### src/rtl/if_fetch_unit.sv
// if_fetch_unit: PC register, req/ack instruction fetch and IF/ID register with stall, redirect flush and in-flight discard
module if_fetch_unit #(
    parameter int                  bitwidth = 32,
    parameter logic [bitwidth-1:0] RESET_PC = '0
) (
    input  logic                clk,
    input  logic                rst_n,
    input  logic [bitwidth-1:0] next_pc,
    input  logic                redirect,
    input  logic                stall,
    output logic [bitwidth-1:0] pc_plus4,
    output logic                imem_req,
    output logic [bitwidth-1:0] imem_addr,
    input  logic                imem_ack,
    input  logic [bitwidth-1:0] imem_rdata,
    output logic [bitwidth-1:0] pc_out,
    output logic [bitwidth-1:0] instr_out,
    output logic                valid_out
);
    typedef enum logic [1:0] {IDLE, REQ, DROP, HOLD} state_t;
    state_t              state_q, state_d;
    logic [bitwidth-1:0] pc_q, pc_d, fa_q, fa_d;
    logic [bitwidth-1:0] pc_out_q, pc_out_d, instr_q, instr_d;
    logic [bitwidth-1:0] buf_pc_q, buf_pc_d, buf_instr_q, buf_instr_d;
    logic                valid_q, valid_d;

    assign pc_plus4  = pc_q + bitwidth'(4);
    assign imem_req  = (state_q == REQ) || (state_q == DROP);
    assign imem_addr = fa_q;
    assign pc_out    = pc_out_q;
    assign instr_out = instr_q;
    assign valid_out = valid_q;

    always_comb begin
        state_d     = state_q;
        pc_d        = pc_q;
        fa_d        = fa_q;
        pc_out_d    = pc_out_q;
        instr_d     = instr_q;
        valid_d     = valid_q;
        buf_pc_d    = buf_pc_q;
        buf_instr_d = buf_instr_q;
        case (state_q)
            IDLE: state_d = REQ;
            REQ: begin
                if (redirect) begin
                    pc_d    = next_pc;
                    valid_d = 1'b0;
                    if (imem_ack) fa_d = next_pc;
                    else state_d = DROP;
                end else if (imem_ack) begin
                    pc_d = next_pc;
                    fa_d = next_pc;
                    if (stall) begin
                        buf_pc_d    = pc_q;
                        buf_instr_d = imem_rdata;
                        state_d     = HOLD;
                    end else begin
                        pc_out_d = pc_q;
                        instr_d  = imem_rdata;
                        valid_d  = 1'b1;
                    end
                end else if (!stall) begin
                    valid_d = 1'b0;
                end
            end
            DROP: begin
                // the stale response is consumed here; refetch from the latest pc
                if (redirect) pc_d = next_pc;
                if (imem_ack) begin
                    fa_d    = redirect ? next_pc : pc_q;
                    state_d = REQ;
                end
                if (redirect || !stall) valid_d = 1'b0;
            end
            HOLD: begin
                if (redirect) begin
                    pc_d    = next_pc;
                    fa_d    = next_pc;
                    valid_d = 1'b0;
                    state_d = REQ;
                end else if (!stall) begin
                    pc_out_d = buf_pc_q;
                    instr_d  = buf_instr_q;
                    valid_d  = 1'b1;
                    state_d  = REQ;
                end
            end
            default: state_d = IDLE;
        endcase
    end

    always_ff @(posedge clk) begin
        if (!rst_n) begin
            state_q     <= IDLE;
            pc_q        <= RESET_PC;
            fa_q        <= RESET_PC;
            pc_out_q    <= '0;
            instr_q     <= '0;
            valid_q     <= 1'b0;
            buf_pc_q    <= '0;
            buf_instr_q <= '0;
        end else begin
            state_q     <= state_d;
            pc_q        <= pc_d;
            fa_q        <= fa_d;
            pc_out_q    <= pc_out_d;
            instr_q     <= instr_d;
            valid_q     <= valid_d;
            buf_pc_q    <= buf_pc_d;
            buf_instr_q <= buf_instr_d;
        end
    end
endmodule

### config.mk
export PLATFORM = sky130hd
export DESIGN_NAME = if_fetch_unit
export DESIGN_NICKNAME = d
export VERILOG_FILES = /design/src/rtl/if_fetch_unit.sv
export SDC_FILE = /design/constraint.sdc
export NUM_CORES = 1
export LEC_CHECK = 0
export ABC_AREA = 0
export CAP_MARGIN = 20
export CORE_MARGIN = 2
export CORE_UTILIZATION = 31
export DETAILED_ROUTE_END_ITERATION = 6
export PLACE_DENSITY = 0.55
export SLEW_MARGIN = 20
export SYNTH_ARGS = -nofsm -noshare
export SYNTH_HDL_FRONTEND = slang
export SYNTH_SLANG_ARGS = --single-unit
export TNS_END_PERCENT = 30
### constraint.sdc
create_clock -name clk -period 4.6 [get_ports clk]
set_input_delay 0.92 -clock clk [delete_from_list [all_inputs] [get_ports clk]]
set_output_delay 0.92 -clock clk [all_outputs]
set_load 0.02 [all_outputs]
* After elaboration in Yosys (flattened, before gate mapping) *
Cells that the tools add are included.
W data, S select, Z words.

operators by class
  add/subtract/negate cells = 1
  multiply operators = 0
  divide/modulo/power cells = 0
  order comparisons = 0
  eq/ne operators = 16
  shift operators = 0
  multiplexer cells = 34
  bitwise gates (word level) = 1
  reductions and logical operators = 14

operators by type and width
  operator                 number
  $mux W32                 15
  $pmux W32 S2             3
  $pmux W32 S3             1
  $add A32 B3 Y32 const B  1
  $mux W2                  7
  $ne A2 B2 Y1 const B     7
  $ne A3 B3 Y1 const B     4
  $pmux W2 S4              1
  $reduce_and A4 Y1        2
  $mux W1                  6
  $reduce_and A6 Y1        1
  $reduce_and A5 Y1        1
  $eq A2 B2 Y1 const B     2
  $ne A4 B4 Y1 const B     1
  $reduce_bool A2 Y1       2
  $pmux W1 S3              1
  $reduce_and A3 Y1        1
  $reduce_bool A3 Y1       1
  $eq A2 B1 Y1 const B     1
  $logic_not A2 Y1         1
  $logic_or A1 B1 Y1       2
  $ne A2 B1 Y1 const B     1
  $reduce_and A2 Y1        1
  $reduce_or A2 Y1         1
  other kinds (2)          2

word-level totals
  register bits = 195
  latch bits = 0
  memory bits (writable) = 0
  memory bits (read-only) = 0
  input bits = 69
  output and inout bits = 130
  logic and storage cells = 74
  memories = 0

* Depth between registers and ports, before layout *
  depth in word-level cells = 4
  depth in mapped cells = 8
  depth with buffers taken out = 6

* Least setup slack after synthesis *
OpenSTA, ideal clock, no wires.

  kind = register -> output
  start point = register pc_q[3]
  end point = output port pc_plus4[30]
  data arrival time = 1.806 ns
  data required time = 3.680 ns
  setup slack = 1.874 ns
  cell stages (with the launch flop) = 6
  buffers on the path = 0
  path through = dfxtp_1 > ha_1 > nand3_1 > or4_1 > nor3_2 > xor2_1

on the way
  word-level cells in the longest chain between the ends = 1

RTL lines
  element                 RTL line  source
  from (decl)             22        logic [bitwidth-1:0] pc_q, pc_d, fa_q, fa_d;
  from (signal assigned)  105       pc_q <= pc_d;
  $add A32 B3 Y32         27        assign pc_plus4 = pc_q + bitwidth'(4);
  to (decl)               11        output logic [bitwidth-1:0] pc_plus4,

No other way between the ends.

* Worst setup path after layout *
  start point = register pc_q[2]
  end point = output port pc_plus4[26]

Same word-level chain as after synthesis.

==> Implementation_results.wiki <==
{| class="wikitable"
! Metric !! Value
|-
| Result of the run || complete, no violations
|-
| Gates resized, CTS repair || 0
|-
| Number of H-tree levels || 4
|-
| Total power per unit cell area || 356 mW/mm²
|-
| Multi-input gate area || 0.00496 mm²
|-
| Tightest hold margin || 0.458 ns
|-
| Nets@finish || 1265
|-
| Gate Count Post-Synth || 1070
|-
| DRC errors left || 0
|-
| Placeable Area || 0.0297 mm²
|-
| Switching share of power || 31.3%
|-
| Cell type contributing the most total cell area after synthesis || dfxtp_1
|-
| Max-cap violations || 0
|-
| Crit Path Max Fanout || 8
|-
| Final min period || 3.99 ns
|-
| Initial antenna violation count || 0
|-
| Syn-to-layout area delta || 29.1%
|-
| Diodes inserted || 0
|-
| Die area || 0.0316 mm²
|-
| Width of the chip || 178 µm
|-
| Worst Tran Pin Value || 0.885 ns
|-
| #FFs+latches synth || 195
|-
| Via/cell ratio || 4.78
|-
| RSZ-0062 raised after global routing || no
|-
| Leading cell type in the layout, fill and taps excluded || nand2_1
|-
| Drt wl/cell || 16.2 µm
|-
| Detailed-route via count || 7622
|-
| Count of standard-cell rows || 63
|-
| Number of top-level design ports || 199
|-
| Required arrival time at the worst endpoint || 3.68 ns
|-
| Logic pwr share || 20.4%
|-
| DP Wirelength || 16700 µm
|-
| Relative contribution of sequential cells to total power || 44.7%
|-
| Root buffer cell || clkbuf_16
|-
| Portion of total power attributed to the clock network || 35.0%
|-
| Leakage || 4.51 nW
|-
| Number of distinct library cells after synthesis || 41
|-
| Endpoint type of the worst setup path || output pin
|-
| Hold buffer count at CTS || 0
|-
| Final Routed Wirelength || 25800 µm
|-
| Net count after synthesis || 1145
|-
| Total CTS buffers || 17
|-
| Number of antenna-violating nets in the routed design || 0
|-
| Routability-driven placement congestion ratio || 0.773
|-
| Share of the synthesized area in the top cell type || 41.7%
|-
| Final hold viol count || 0
|-
| Starting utilization of the core area || 31.5%
|-
| Post-CTS Repair Setup Buffers || 0
|-
| Global-route wire length before repair || 40200 µm
|-
| Share of layout cells above drive strength 1 || 4.90%
|-
| Count of buffers inserted at the top-level ports || 198
|-
| Min-Delay Path Class || reg -> reg
|-
| Switching power || 0.00135 W
|-
| Top cells by area, synth || dfxtp_1 (42%), mux2i_1 (14%), nand2_1 (12%), o211ai_1 (5.3%), a21boi_0 (5.2%)
|-
| Worst reg-to-reg setup slack || 2.17 ns
|-
| Clock tree from TritonCTS || built
|-
| Total number of clock tree sinks || 195
|-
| Overall routing resource usage || 16.2%
|-
| Leading cell types in the layout, fill and taps excluded || nand2_1 (301), clkdlybuf4s50_1 (197), dfxtp_1 (195), mux2i_1 (127)
|-
| Setup tns final || 0 ns
|-
| DRC marker count from the first detailed-route iteration || 480
|-
| First-pass iteration count of the detailed router || 5
|-
| Worst vdd ir || 289 µV
|-
| Synth Area per Inst || 8.75 µm²
|-
| Final Slew Violations || 0
|-
| Remaining global-route overflow || 0
|-
| Final setup skew || 0.0187 ns
|-
| Register area || 0.00390 mm²
|-
| Netlist Area Pre-Place || 0.00937 mm²
|-
| Die Y || 178 µm
|-
| Fmax achieved || 0.251 GHz
|-
| Internal Dissipation || 0.00296 W
|-
| Vias in the first global route || 7104
|-
| Startpoint Class || flop
|-
| Critical path start-end classification || reg -> out
|-
| Synth warn || 0
|-
| Relative max-transition margin || 41.0%
|-
| Clock transition at the registers of the reported paths || 0.08 ns
|-
| Number of fillers in the final layout || 2964
|-
| Maximum root-to-sink buffer count || 2
|-
| Number of setup violations in the final report || 0
|-
| Clock latency on the worst-skew pair || 0.45 ns
|-
| Sequential share of the synthesized area || 41.7%
|-
| Data arrival time at the worst-slack endpoint || 3.07 ns
|-
| Final period util || 86.7%
|-
| Pin count of the biggest net entering global routing || 109
|}
==> worst paths after layout <==
check,start,to,depth (start not counted)
worst min-delay path,buf_instr_q[3],buf_instr_q[3],2
worst max-delay path,pc_q[2],pc_plus4[26],6
worst min register to register,buf_instr_q[3],buf_instr_q[3],2
worst max register to register,state_q[1],imem_addr[2],7
==> registers in the layout, summed over array words and instances (netlist names) <==
name	count
buf_instr_q	32
buf_pc_q	32
imem_addr	32
instr_out	32
pc_out	32
pc_q	32
state_q	2
valid_out	1
==> layout make-up <==
class | count | area share (%)
clock inverter | 14 | 1.27
sequential | 195 | 32.3
tap | 390 | 4.04
multi-input combinational | 761 | 41.1
clock buffer | 18 | 3.63
timing repair buffer | 208 | 17.5
inverter | 7 | 0.217
==> worst max-delay path: stages (launching register included) <==
cell,delay (ns)
dfxtp_1,0.47
ha_1,0.23
nand3_1,0.25
nand2b_1,0.43
nor4_1,0.45
xor2_1,0.18
clkdlybuf4s50_1,0.62
==> layer usage <==
layer | GRT usage, % | wire (µm) | vias up
li1 | - | - | 3860
met1 | 22.5 | 12700 | 3566
met2 | 25.0 | 11200 | 185
met3 | 4.28 | 1700 | 11
met4 | 3.93 | 199 | 0
met5 | 0 | 0 | -
==> cells by family (layout without fill, tap and decap cells) <==
| group | Yosys count | after routing | share of synthesized area (%) |
|---|---|---|---|
| xor+xnor | 28 | 28 | 2.62 |
| buf+inv | 114 | 247 | 5.73 |
| mux | 128 | 128 | 13.7 |
| fa+ha+maj | 6 | 6 | 0.802 |
| flops | 195 | 195 | 41.7 |
| simple gates | 425 | 425 | 20.6 |
| compound gates | 174 | 174 | 14.9 |
==> power groups by stage <==
stage	Sequential (W)	Combinational (W)	Clock [W]
after floorplan	0.00197	0.000511	0
after global placement	0.00196	0.000884	0
after detailed placement	0.00196	0.000887	0
after CTS	0.00192	0.000890	0.00157
after global routing	0.00194	0.000945	0.00162
final	0.00192	0.000876	0.00151
==> through the flow <==
stage | instances | utilization [%] | cell area [µm²] | worst slack, ns | power (W)
3_5_place_dp | 1561 | 38.7 | 11500 | 1.06 | 0.00285
4_1_cts | 1593 | 40.7 | 12100 | 0.586 | 0.00438
3_3_place_gp | 1561 | 38.7 | 11500 | 1.19 | 0.00284
2_1_floorplan | 1070 | - | 9370 | 1.87 | 0.00248
5_1_grt | 1593 | 40.7 | 12100 | 0.392 | 0.00451
6_report | 1593 | 40.7 | 12100 | 0.611 | 0.00430
==> synth_stat cells (all sizes together) <==
library cell and count:
clkbuf 57, mux2 1, buf 50, xor2 14, a21oi 5, nand4 9, a21boi 65, nor2b 1
nand2b 67, mux2i 127, nor2 9, dfxtp 195, or4 1, o221a 1, or2 1, nor3 3
xnor2 14, inv 7, and3 2, nor3b 1, o211ai 66, o2bb2ai 1, ha 6, nand3 14
nor4 8, nand3b 1, a221oi 2, and4 4, nor4b 1, nand2 301, o21ai 2, and2 2
o211a 32
Power figures use the tool's default switching activity.
